$ cat src/rtl/aes_pkg.sv
// ---------------------------------------------------------------------------
// aes_pkg
// Shared AES definitions: word/byte widths, typedefs and GF(2^8) helpers.
// The helpers are kept here so InvMixColumns and the key schedule can reuse
// them without duplicating the field arithmetic.
// Ports: none (package).
// ---------------------------------------------------------------------------
package aes_pkg;

  localparam int WORD_DATA_WIDTH = 32;
  localparam int BYTE_WIDTH      = 8;

  typedef logic [BYTE_WIDTH-1:0]      byte_t;
  typedef logic [WORD_DATA_WIDTH-1:0] word_t;

  // Multiply by x in GF(2^8) modulo x^8+x^4+x^3+x+1 (0x11B). Reducing with
  // 0x1B accounts for the dropped x^8 term when the top bit shifts out.
  function automatic byte_t xtime(input byte_t b);
    xtime = {b[6:0], 1'b0} ^ (b[7] ? 8'h1B : 8'h00);
  endfunction

  function automatic byte_t gf_mul2(input byte_t b);
    gf_mul2 = xtime(b);
  endfunction

  function automatic byte_t gf_mul3(input byte_t b);
    gf_mul3 = xtime(b) ^ b;
  endfunction

endpackage

$ cat src/rtl/aes_mix_columns_if.sv
// ---------------------------------------------------------------------------
// aes_mix_columns_if
// Column stream between SubBytes, the MixColumns stage and AddRoundKey.
// Signals:
//   word_in_comb_sub_bytes       input column, s0 in [31:24] .. s3 in [7:0]
//   word_in_comb_sub_bytes_vld   input column valid
//   mix_column_off               1 = bypass (final round), 0 = MixColumns
//   word_out_comb_mix_column     registered result column
//   word_out_comb_mix_column_vld result valid
// Modports:
//   master  upstream/downstream datapath side (drives the input column)
//   slave   the MixColumns stage itself
// ---------------------------------------------------------------------------
interface aes_mix_columns_if;
  import aes_pkg::*;

  word_t word_in_comb_sub_bytes;
  logic  word_in_comb_sub_bytes_vld;
  logic  mix_column_off;
  word_t word_out_comb_mix_column;
  logic  word_out_comb_mix_column_vld;

  modport master (
    output word_in_comb_sub_bytes,
    output word_in_comb_sub_bytes_vld,
    output mix_column_off,
    input  word_out_comb_mix_column,
    input  word_out_comb_mix_column_vld
  );

  modport slave (
    input  word_in_comb_sub_bytes,
    input  word_in_comb_sub_bytes_vld,
    input  mix_column_off,
    output word_out_comb_mix_column,
    output word_out_comb_mix_column_vld
  );

endinterface

$ cat src/rtl/aes_mix_single_column.sv
// ---------------------------------------------------------------------------
// aes_mix_single_column
// Purely combinational MixColumns transform of one 32-bit state column.
// Ports:
//   column_in   input column  {s0,s1,s2,s3}
//   column_out  mixed column  {r0,r1,r2,r3}, same byte order
// ---------------------------------------------------------------------------
module aes_mix_single_column
  import aes_pkg::*;
(
  input  word_t column_in,
  output word_t column_out
);

  byte_t s0, s1, s2, s3;
  byte_t r0, r1, r2, r3;

  assign s0 = column_in[31:24];
  assign s1 = column_in[23:16];
  assign s2 = column_in[15:8];
  assign s3 = column_in[7:0];

  // Rows of the circulant matrix {02 03 01 01} applied to the column.
  assign r0 = gf_mul2(s0) ^ gf_mul3(s1) ^ s2          ^ s3;
  assign r1 = s0          ^ gf_mul2(s1) ^ gf_mul3(s2) ^ s3;
  assign r2 = s0          ^ s1          ^ gf_mul2(s2) ^ gf_mul3(s3);
  assign r3 = gf_mul3(s0) ^ s1          ^ s2          ^ gf_mul2(s3);

  assign column_out = {r0, r1, r2, r3};

endmodule

$ cat src/rtl/aes_mix_columns.sv
// ---------------------------------------------------------------------------
// aes_mix_columns
// Registered AES MixColumns stage, one column per cycle, 1-cycle latency,
// no backpressure. A bypass control passes the column through untouched for
// the final round.
// Ports:
//   clock    rising-edge clock
//   reset_n  asynchronous active-low reset; clears data and valid at once
//   bus      aes_mix_columns_if.slave column stream (see interface header)
// ---------------------------------------------------------------------------
module aes_mix_columns
  import aes_pkg::*;
(
  input logic             clock,
  input logic             reset_n,
  aes_mix_columns_if.slave bus
);

  word_t mixed_word;
  word_t next_word;
  word_t data_q;
  logic  vld_q;

  aes_mix_single_column u_mix (
    .column_in  (bus.word_in_comb_sub_bytes),
    .column_out (mixed_word)
  );

  // The bypass select travels with its column, so it is taken from the same
  // cycle as the data rather than being registered separately.
  assign next_word = bus.mix_column_off ? bus.word_in_comb_sub_bytes : mixed_word;

  // Data only loads on a valid column, so don't-care input data during gaps
  // can never reach the output; valid simply follows the input one cycle late.
  always_ff @(posedge clock or negedge reset_n) begin
    if (!reset_n) begin
      data_q <= '0;
      vld_q  <= 1'b0;
    end else begin
      vld_q <= bus.word_in_comb_sub_bytes_vld;
      if (bus.word_in_comb_sub_bytes_vld) begin
        data_q <= next_word;
      end
    end
  end

  assign bus.word_out_comb_mix_column     = data_q;
  assign bus.word_out_comb_mix_column_vld = vld_q;

endmodule

$ cat src/flat_wrapper.sv
// flat-port wrapper written by rule: the top's interface ports become plain ports
module aes_mix_columns_flat import aes_pkg::*;
  (clock, reset_n, bus_word_in_comb_sub_bytes, bus_word_in_comb_sub_bytes_vld, bus_mix_column_off, bus_word_out_comb_mix_column, bus_word_out_comb_mix_column_vld);
  aes_mix_columns_if bus_i ();
  input logic clock;
  input logic reset_n;
  input wire logic [$bits(bus_i.word_in_comb_sub_bytes)-1:0] bus_word_in_comb_sub_bytes;
  input wire logic [$bits(bus_i.word_in_comb_sub_bytes_vld)-1:0] bus_word_in_comb_sub_bytes_vld;
  input wire logic [$bits(bus_i.mix_column_off)-1:0] bus_mix_column_off;
  output wire logic [$bits(bus_i.word_out_comb_mix_column)-1:0] bus_word_out_comb_mix_column;
  output wire logic [$bits(bus_i.word_out_comb_mix_column_vld)-1:0] bus_word_out_comb_mix_column_vld;
  assign bus_i.word_in_comb_sub_bytes = bus_word_in_comb_sub_bytes;
  assign bus_i.word_in_comb_sub_bytes_vld = bus_word_in_comb_sub_bytes_vld;
  assign bus_i.mix_column_off = bus_mix_column_off;
  assign bus_word_out_comb_mix_column = bus_i.word_out_comb_mix_column;
  assign bus_word_out_comb_mix_column_vld = bus_i.word_out_comb_mix_column_vld;
  aes_mix_columns u_core (.clock(clock), .reset_n(reset_n), .bus(bus_i));
endmodule
$ cat config.mk
export PLATFORM = sky130hd
export DESIGN_NAME = aes_mix_columns_flat
export DESIGN_NICKNAME = d
export VERILOG_FILES = /design/src/rtl/aes_pkg.sv /design/src/rtl/aes_mix_columns_if.sv /design/src/rtl/aes_mix_single_column.sv /design/src/rtl/aes_mix_columns.sv /design/src/flat_wrapper.sv
export SDC_FILE = /design/constraint.sdc
export NUM_CORES = 1
export LEC_CHECK = 0
export CORE_MARGIN = 10
export CORE_UTILIZATION = 54
export DETAILED_ROUTE_END_ITERATION = 8
export GPL_TIMING_DRIVEN = 0
export PLACE_DENSITY_LB_ADDON = 0.12
export SKIP_LAST_GASP = 1
export SYNTH_ARGS = -nofsm -noshare
export SYNTH_HDL_FRONTEND = slang
export SYNTH_SLANG_ARGS = --single-unit
$ cat constraint.sdc
create_clock -name clock -period 1 [get_ports clock]
set_input_delay 0.2 -clock clock [delete_from_list [all_inputs] [get_ports clock]]
set_output_delay 0.2 -clock clock [all_outputs]
set_load 0.02 [all_outputs]
==> results by group, run 1 <==
Pwr
  – Pwr/cell area: roughly 1400 mW/mm2
  – Sw Ratio: 0.361
  – Part of the power in combinational logic: 0.540
  – Cell internal pwr: slightly below 4 mW
  – Reg power frac: 0.289
  – VDD IR max: 1.27 mV
  – Switch Pwr: between 2 and 2.5 mW
  – Clock power frac: 0.171
  – Pleak: between 2 and 2.5 nW

Synth
  – Synth area leader: xnor3_1
  – Ys flop type: dfrtp_1
  – Most numerous cell in the Yosys netlist: xnor3_1
  – Post-Syn Area per Cell: approximately 13 um2
  – Area contributors post-synth: xnor3_1 (32%), dfrtp_1 (30%), o221ai_1 (9.3%)
  – Syn nets: 254
  – Sequential area share after synthesis: 0.302
  – Post-synth top cells: xnor3_1 (39), dfrtp_1 (33), inv_1 (32), nand3_1 (32), o221ai_1 (29)
  – Number of distinct library cells after synthesis: 14
  – Share of the synthesized area in the top cell type: 0.322
  – Synth Instances: 218
  – Synthesis Warnings: 0
  – Asr flop ratio synth: 1.00
  – EDFF count, synth: 0
  – Synthesized cell area: 0.00273 mm2
  – Synthesized flop and latch total: 33

STA
  – Fin crit share: 1.09
  – Setup ws final: -0.0852 ns
  – Worst Skew: 0 ns
  – RSZ-0062 raised after global routing: yes
  – Final slew viol count: 0
  – Finish-stage setup viols: between 40 and 50
  – Maximum clock rate: 922 MHz
  – Setup TNS: -1.46 ns
  – Slew Limit Headroom: 0.462
  – Final Hold Violating Endpoints: 26
  – Final min period: roughly 1.1 ns
  – Worst slew pin tran: approximately 0.8 ns
  – WHS: -0.0200 ns

Global route
  – First-pass GRT wire length: ~15 mm
  – Largest net degree at the start of global routing: 34
  – Vias in the first global route: around 2600
  – Initial antenna violation count: 0
  – GRT Resource Usage Total: 0.228
  – GR Overflow Total: 0

Die
  – Core area: ~0.0048 mm2
  – I/O Pins: 69
  – Die Y-Extent: roughly 91 um
  – Cell Rows: 25
  – Initial core utilization: 0.567
  – Die Footprint: ~0.0083 mm2
  – Die Wd: 91.1 um

Setup path
  – Critical-path maximum fanout: 4
  – Slowest stage delay, CP: roughly 0.4 ns
  – Worst setup SP type: input pin
  – Buf+Inv Stages, Crit Path: 2
  – CP arrival: roughly 1.3 ns
  – Crit end category: flip-flop
  – Kind of critical path: input pin to flip-flop
  – Critical path's top delay family: XOR/XNOR gates
  – CP max-delay cell: xnor3_1
  – CP Cell Sequence: buf_12 > xor2_4 > buf_4 > xnor3_1 > o221ai_2
  – WP data required: ~1.2 ns

Final layout
  – P&R area growth vs syn: 59.5%
  – # fillers: 200
  – Nets: roughly 370
  – Finished Layout Cells: 404
  – Share of layout cells above drive strength 1: 0.496
  – Final core occ: 0.904
  – Diodes inserted: 0

Hold path
  – Hold Path Class: input pin to async pin

Place
  – Count of input and output buffers: 63
  – Placed cells: ~350
  – Detailed Place HPWL: between 5 and 6 mm
  – Placer congestion estimate: 0.868

Detailed routing
  – Detailed Route WL: approximately 11 mm
  – Antenna Nets Post-Route: 0
  – DR iter-0 viols: a little over 200
  – Wire length per cell: between 20 and 30 um
  – Drt pass-1 iters: 5
  – Vias per cell: ~6.2
  – Via count: about 2500
  – DRC errors left: 0

CTS
  – Bufs on Longest Clock Path: 2
  – CTS tree: yes
  – Hold-fix buffers, CTS: 0
  – Clock latency on the worst-skew pair: about 0.3 ns
  – Root Buffer: clkbuf_8
  – CTS Buf Count: 5
  – H-tree lvl count: 2
  – Clk pin slew, worst setup/hold paths: ~0.08 ns
  – Sink Count: 33

Run status
  – Status: finished, violations left
  – Failing checks: hold timing, setup timing

Job
  – Max-cap violations: 0
[sequential cells by signal, indices dropped and copies added (netlist names)]
register	count
u_core.bus.word_out_comb_mix_column_vld	1
u_core.bus.word_out_comb_mix_column	32
[metrics by stage]
step	setup slack (ns)	power, mW	cell area [um2]
6_report	-0.0852	6.08	4360
5_1_grt	-0.115	6.31	4360
4_1_cts	-0.0575	5.63	4090
3_5_place_dp	-1.05	4.25	3590
3_3_place_gp	-1.02	4.21	3590
2_1_floorplan	-0.133	3.30	2880
[layer usage]
metal,up-vias,track usage,part of all wire
li1,1023,-,-
met1,1267,0.272,0.36
met2,197,0.369,0.51
met3,35,0.0609,0.095
met4,0,0.116,0.035
met5,-,0,0
[final timing paths]
check,slack [ns],depth (start not counted),to,startpoint
worst min register to register,0.60,2,u_core.bus.word_out_comb_mix_column[29],u_core.bus.word_out_comb_mix_column[29]
worst min-delay path,-0.02,1,u_core.bus.word_out_comb_mix_column[26],reset_n
worst max register to register,0.05,4,u_core.bus.word_out_comb_mix_column[23],u_core.bus.word_out_comb_mix_column[23]
min in group clock,0.11,1,u_core.bus.word_out_comb_mix_column_vld,bus_word_in_comb_sub_bytes_vld
worst max-delay path,-0.09,5,u_core.bus.word_out_comb_mix_column[28],bus_word_in_comb_sub_bytes[31]
max in group asynchronous,0.50,1,u_core.bus.word_out_comb_mix_column[21],reset_n
[area by class of cell]
type	count	area (um2)	share of cell area
clock buffers	6	72.6	0.0167
inverters	32	120	0.0276
well taps	67	83.8	0.0192
multi-input cells	135	2030	0.467
plain buffers	18	219	0.0503
flip-flops and latches	33	826	0.190
repair buffers	111	992	0.228
clock inverters	2	10.0	0.00230
[layout by cell type, fill, tap and decap left out]
cell type	count
o221ai_2	12
dfrtp_1	33
nand2b_4	1
xor2_2	5
clkbuf_1	2
o221ai_1	20
clkbuf_4	1
xnor2_4	4
inv_1	32
buf_12	3
xnor2_2	2
clkbuf_8	15
buf_6	46
clkinv_2	2
xnor3_1	39
clkdlybuf4s15_2	3
nand3_1	32
xnor2_1	2
xor2_4	8
buf_2	16
clkbuf_2	5
xor2_1	5
xor3_1	5
buf_4	42
buf_8	2
[kinds of logic after synthesis]
group,share of synthesized area
xor gates and xnor gates,0.457
DFF,0.302
AOI/OAI and AO/OA,0.110
and+or+nand+nor,0.0610
buffers and inverters,0.0701
[power by group through the flow]
stage	clock network (mW)	logic, mW	registers (mW)
after floorplan	0	1.29	2.01
after CTS	1.02	2.87	1.74
after global routing	1.08	3.45	1.78
final	1.04	3.29	1.76
after global placement	0	2.50	1.72
after detailed placement	0	2.53	1.72
[timing repair]
action	4_1_cts	5_1_grt
gates cloned	1	0
buffers inserted	27	21
setup endpoints to repair	65	63
pin swaps	37	20
gates resized for setup	364	46
Power figures use the tool's default switching activity.
==> run 2, diff against run 1 <==
--- a/config.mk
+++ b/config.mk
@@ -8,8 +8,10 @@
 export CORE_MARGIN = 10
 export CORE_UTILIZATION = 54
 export DETAILED_ROUTE_END_ITERATION = 8
+export GPL_ROUTABILITY_DRIVEN = 0
 export GPL_TIMING_DRIVEN = 0
-export PLACE_DENSITY_LB_ADDON = 0.12
+export PLACE_DENSITY = 0.87
+export RECOVER_POWER = 50
 export SKIP_LAST_GASP = 1
 export SYNTH_ARGS = -nofsm -noshare
 export SYNTH_HDL_FRONTEND = slang
==> run 2 against run 1 <==
Against the previous run:
- the run ends with setup timing left
- largest cell class unchanged
- hold slack improved by 0.034 ns
- first-iteration DRC count increased by 44%
- via count increased by 1.1%
- total power increased by 1.4%
- clock power increased by 5%
- combinational power about the same
==> results by group, run 2 (synthesis gave the netlist of run 1 again) <==
STA
  – Worst Skew: 0 ns (unchanged)
  – Maximum clock rate: 890 MHz (-3.4%)
  – Setup TNS: -2.09 ns (-0.625 ns)
  – RSZ-0062 raised after global routing: yes
  – Final Hold Violating Endpoints: 0 (-100%)
  – Fin crit share: 1.12 (+0.0380)
  – Final slew viol count: 0 (unchanged)
  – Worst slew pin tran: 0.899 ns (+0.0921 ns)
  – Finish-stage setup viols: 47 (+9.3%)
  – Slew Limit Headroom: 0.401 (-0.0614)
  – Final min period: 1.12 ns (+0.0380 ns)
  – Setup ws final: -0.123 ns (-0.0380 ns)

Final layout
  – P&R area growth vs syn: 57.9%
  – Diodes inserted: 0 (unchanged)
  – Finished Cell Area: 0.00431 mm2 (-1.0%)
  – Largest register FFs: 32 (unchanged)
  – Share of layout cells above drive strength 1: 0.488 (-0.00767)
  – Commonest cells after routing, fill and taps aside: buf_4 (46), buf_6 (39), xnor3_1 (38)
  – Final core occ: 0.895 (-0.00909)
  – Commonest non-fill, non-tap cell in the layout: buf_4
  – Nets: 366 (-1.6%)

Place
  – Placed cell areas: 0.00359 mm2 (unchanged)
  – Detailed Place HPWL: 5.70 mm (+1.9%)
  – Count of input and output buffers: 63 (unchanged)
  – Place WS: -1.03 ns (+0.0173 ns)

Detailed routing
  – DR iter-0 viols: 290 (+44%)
  – Via count: 2550 (+1.1%)
  – Vias per cell: 6.42 (+2.9%)
  – Antenna Nets Post-Route: 0 (unchanged)
  – Wire length per cell: 28.5 um (+9.0%)
  – Drt pass-1 iters: 5 (unchanged)
  – Detailed Route WL: 11.3 mm (+7.1%)
  – DRC errors left: 0 (unchanged)

Setup path
  – CP Cell Sequence: buf_12 > xor3_1 > xnor3_1 > o221ai_1
  – WP data required: 1.20 ns (about the same)
  – CP max-delay cell: xnor3_1
  – Worst setup SP type: input pin
  – Critical-path maximum fanout: 3 (-1)
  – Kind of critical path: input pin to flip-flop
  – Slowest stage delay, CP: 0.42 ns (+0.02 ns)
  – CP arrival: 1.32 ns (+0.03 ns)
  – Buf+Inv Stages, Crit Path: 1 (-1)
  – Crit end category: flip-flop
  – Critical path's top delay family: XOR/XNOR gates

Pwr
  – VDD IR max: 1.11 mV (-12%)
  – Pwr/cell area: 1430 mW/mm2 (+2.5%)
  – Pleak: 2.22 nW (-1.3%)

CTS
  – Clk pin slew, worst setup/hold paths: 0.07 ns (about the same)
  – Hold-fix buffers, CTS: 0 (unchanged)
  – CTS tree: yes
  – H-tree lvl count: 2 (unchanged)
  – CTS Buf Count: 5 (unchanged)
  – Bufs on Longest Clock Path: 2 (unchanged)
  – Root Buffer: clkbuf_8
  – Sink Count: 33 (unchanged)
  – Clock latency on the worst-skew pair: 0.29 ns (about the same)

Run status
  – Failing checks: setup timing
  – Status: finished, violations left

Global route
  – Largest net degree at the start of global routing: 34 (unchanged)
  – First-pass GRT wire length: 15.5 mm (+4.4%)
  – GRT Resource Usage Total: 0.241 (+0.0135)
  – Vias in the first global route: 2677 (+3.2%)
  – GR Overflow Total: 0 (unchanged)
  – Initial antenna violation count: 0 (unchanged)

Hold path
  – Hold Path Class: input pin to async pin

Die
  – I/O Pins: 69 (unchanged)
  – Initial core utilization: 0.567 (unchanged)
  – Die Y-Extent: 91.1 um (unchanged)
  – Die Wd: 91.1 um (unchanged)
  – Cell Rows: 25 (unchanged)
  – Die Footprint: 0.00830 mm2 (unchanged)
  – Core area: 0.00482 mm2 (unchanged)

Job
  – Max-cap violations: 0 (unchanged)
run 2: changes by cell type in the layout (fill, tap and decap cells not counted), sizes merged:
cell	delta
clkinv	-2
dlygate4sd2	+1
buf	-6
run 2: report_power, final:
group	switching [mW]	internal [mW]	total (mW)	leakage [nW]
logic	1.50	1.81	3.31	1.77
registers	0.204	1.57	1.77	0.404
clock network	0.541	0.547	1.09	0.0443
total	2.25	3.92	6.17	2.22
run 2: area by class of cell:
class / count / area (um2)
clock buffers: 7 / 86.3
inverters: 32 / 120
repair buffers: 105 / 962
flip-flops and latches: 33 / 826
multi-input cells: 135 / 2030
plain buffers: 18 / 206
well taps: 67 / 83.8
fillers: 211 / 505
run 2: per-stage QoR:
stage               power [mW]  hold slack, ns  instances
finish                    6.17          0.0137        397
global route              6.35          0.0924        397
CTS                       5.67         0.00262        381
detailed placement        4.26           0.311        348
global placement          4.21           0.512        348
floorplan                 3.30         -0.0956        218
run 2: worst paths after layout:
kind	start	to	slack [ns]	cells after the start
max	bus_word_in_comb_sub_bytes[31]	u_core.bus.word_out_comb_mix_column[1]	-0.12	4
min	reset_n	u_core.bus.word_out_comb_mix_column_vld	0.01	1
max reg2reg	u_core.bus.word_out_comb_mix_column[23]	u_core.bus.word_out_comb_mix_column[23]	0.04	4
min reg2reg	u_core.bus.word_out_comb_mix_column[0]	u_core.bus.word_out_comb_mix_column[0]	0.60	2
max in group asynchronous	reset_n	u_core.bus.word_out_comb_mix_column[13]	0.42	1
min in group clock	bus_word_in_comb_sub_bytes[10]	u_core.bus.word_out_comb_mix_column[10]	0.16	3
run 2: repair_timing:
action	in CTS	in global routing
pin swaps	39	32
buffers inserted	26	16
endpoints found under the setup margin	65	64
resized for setup	351	64
run 2: per-layer routing:
layer	part of all wire	track usage
met1	0.36	0.277
met3	0.096	0.0724
met4	0.066	0.146
met2	0.48	0.390
met5	0	0
==> variant: new RTL, config.mk and constraints of run 2 <==
Reset style: synchronous (`reset_n`), changed in one clocked block. Comments in the files are not updated.
--- a/src/rtl/aes_mix_columns.sv
+++ b/src/rtl/aes_mix_columns.sv
@@ -32,7 +32,7 @@
 
   // Data only loads on a valid column, so don't-care input data during gaps
   // can never reach the output; valid simply follows the input one cycle late.
-  always_ff @(posedge clock or negedge reset_n) begin
+  always_ff @(posedge clock) begin
     if (!reset_n) begin
       data_q <= '0;
       vld_q  <= 1'b0;
Formal check against the unedited RTL: differs if reset_n is asserted again (counterexample within 4 cycles, from zero or initial values and one cycle with reset_n low); with reset_n held inactive, the same outputs for 10 cycles.
==> variant against run 2 <==
Critical path depth grew 2; largest cell class unchanged; sequential cell count unchanged; maximum frequency rose by 0.95%; the run still ends with setup timing left; wire length shrank 0.88%; via count increased by 12%; first-iteration DRC count grew 32%; design area rose by 0.64%; synthesized area increased by 4.3%; highest routed layer unchanged; setup slack improved by 11 ps; total power decreased by 15%; clock skew is the same.
==> variant: results (changes against run 2) <==
worst_setup_path:
  endpoint: "u_core.bus.word_out_comb_mix_column[15]"  # was u_core.bus.word_out_comb_mix_column[1]
  critPathMaxStageDelay_ps: 360  # was 420 ps
  reg2reg_slack_ps: 90  # was 40 ps
  r2r-start: "u_core.bus.word_out_comb_mix_column[17]"  # was u_core.bus.word_out_comb_mix_column[23]
  cp_max_fo: 4  # was 3
  critPathTopFamily: "buffers and inverters"  # was XOR/XNOR gates
outcome:
  violations: "setup timing"  # unchanged
  outcome: "complete, but fails checks"  # unchanged
synth:
  synth_area_leaders: "xnor3_1 32%, dfxtp_1 23%, xor2_1 4.6%, nand3b_1 3.7%, a41oi_1 3.7%"  # was xnor3_1 32%, dfrtp_1 30%, o221ai_1 9.3%, nand3_1 5.9%, xor2_1 4.8%
  ys_top_cells_by_count: "41 x xnor3_1, 33 x dfxtp_1, 24 x clkbuf_1, 20 x o21ai_0, 16 x a21oi_1"  # was 39 x xnor3_1, 33 x dfrtp_1, 32 x inv_1, 32 x nand3_1, 29 x o221ai_1
  postSynth.asyncResetShare_pct: 0  # was 100.0%
  synthDistinctLibCells: 28  # was 14
  yosysSeqAreaShare_pct: 23.20  # was 30.25%
  synth_nets: 295  # was 254
  yosys.area_share.xor_xnor_pct: 43.80  # was 45.69%
detailed_routing:
  first_pass_iters: 8  # was 5
  wl_per_cell_um: 26.37  # was 28.54 um
  vias_per_cell: 6.709  # was 6.423
  dr.first_iter.drc_count: 382  # was 290
timing:
  worst_slack_ps: -112.6  # was -123.1 ps
  setup_viol: 25  # was 47
  fin_setup_tns_ps: -1064  # was -2088 ps
grt:
  grt_max_degree: 11  # was 34
  grt_pass1_wl_um: 16220  # was 15500 um
  grt_pass1_vias: 2854  # was 2677
  grt_use_total_pct: 24.13  # was 24.12%
power:
  ir_drop_uv: 824.0  # was 1110 uV
  combPwrFrac_pct: 48.4  # was 53.6%
placed_design:
  place.port_buffers: 52  # was 63
  dp_slack_ps: -1137  # was -1032 ps
  place_area_um2: 3671  # was 3590 um^2
  dp_hpwl_um: 6273  # was 5697 um
cells_and_area:
  fillers: 254  # was 211
==> variant: layer usage <==
metal  global-route usage, %  part of all wire, %  vias to the layer above
met3                   6.860                   10                       51
met4                   9.254                  4.4                        0
li1                        -                    -                     1164
met5                       0                    0                        -
met2                   40.06                   49                      250
met1                   29.01                   37                     1393
==> variant: cell type report <==
cell class / count / area, um^2 / share of cell area (%)
flip-flops and latches: 33 / 698.2 / 16.09
multi-input cells: 193 / 2305 / 53.11
plain buffers: 32 / 400.4 / 9.227
well taps: 70 / 87.58 / 2.018
inverters: 1 / 7.507 / 0.1730
clock buffers: 7 / 86.33 / 1.990
repair buffers: 90 / 754.5 / 17.39
==> variant: tightest hold or removal path, cell delays in order <==
cell and delay, ps:
buf_6 110, nand2_1 90, a41oi_2 110
==> variant: repair_timing <==
item | in CTS | in global routing
setup buffers | 24 | 14
endpoints found under the setup margin | 66 | 61
resized for setup | 309 | 85
pin swaps | 34 | 22
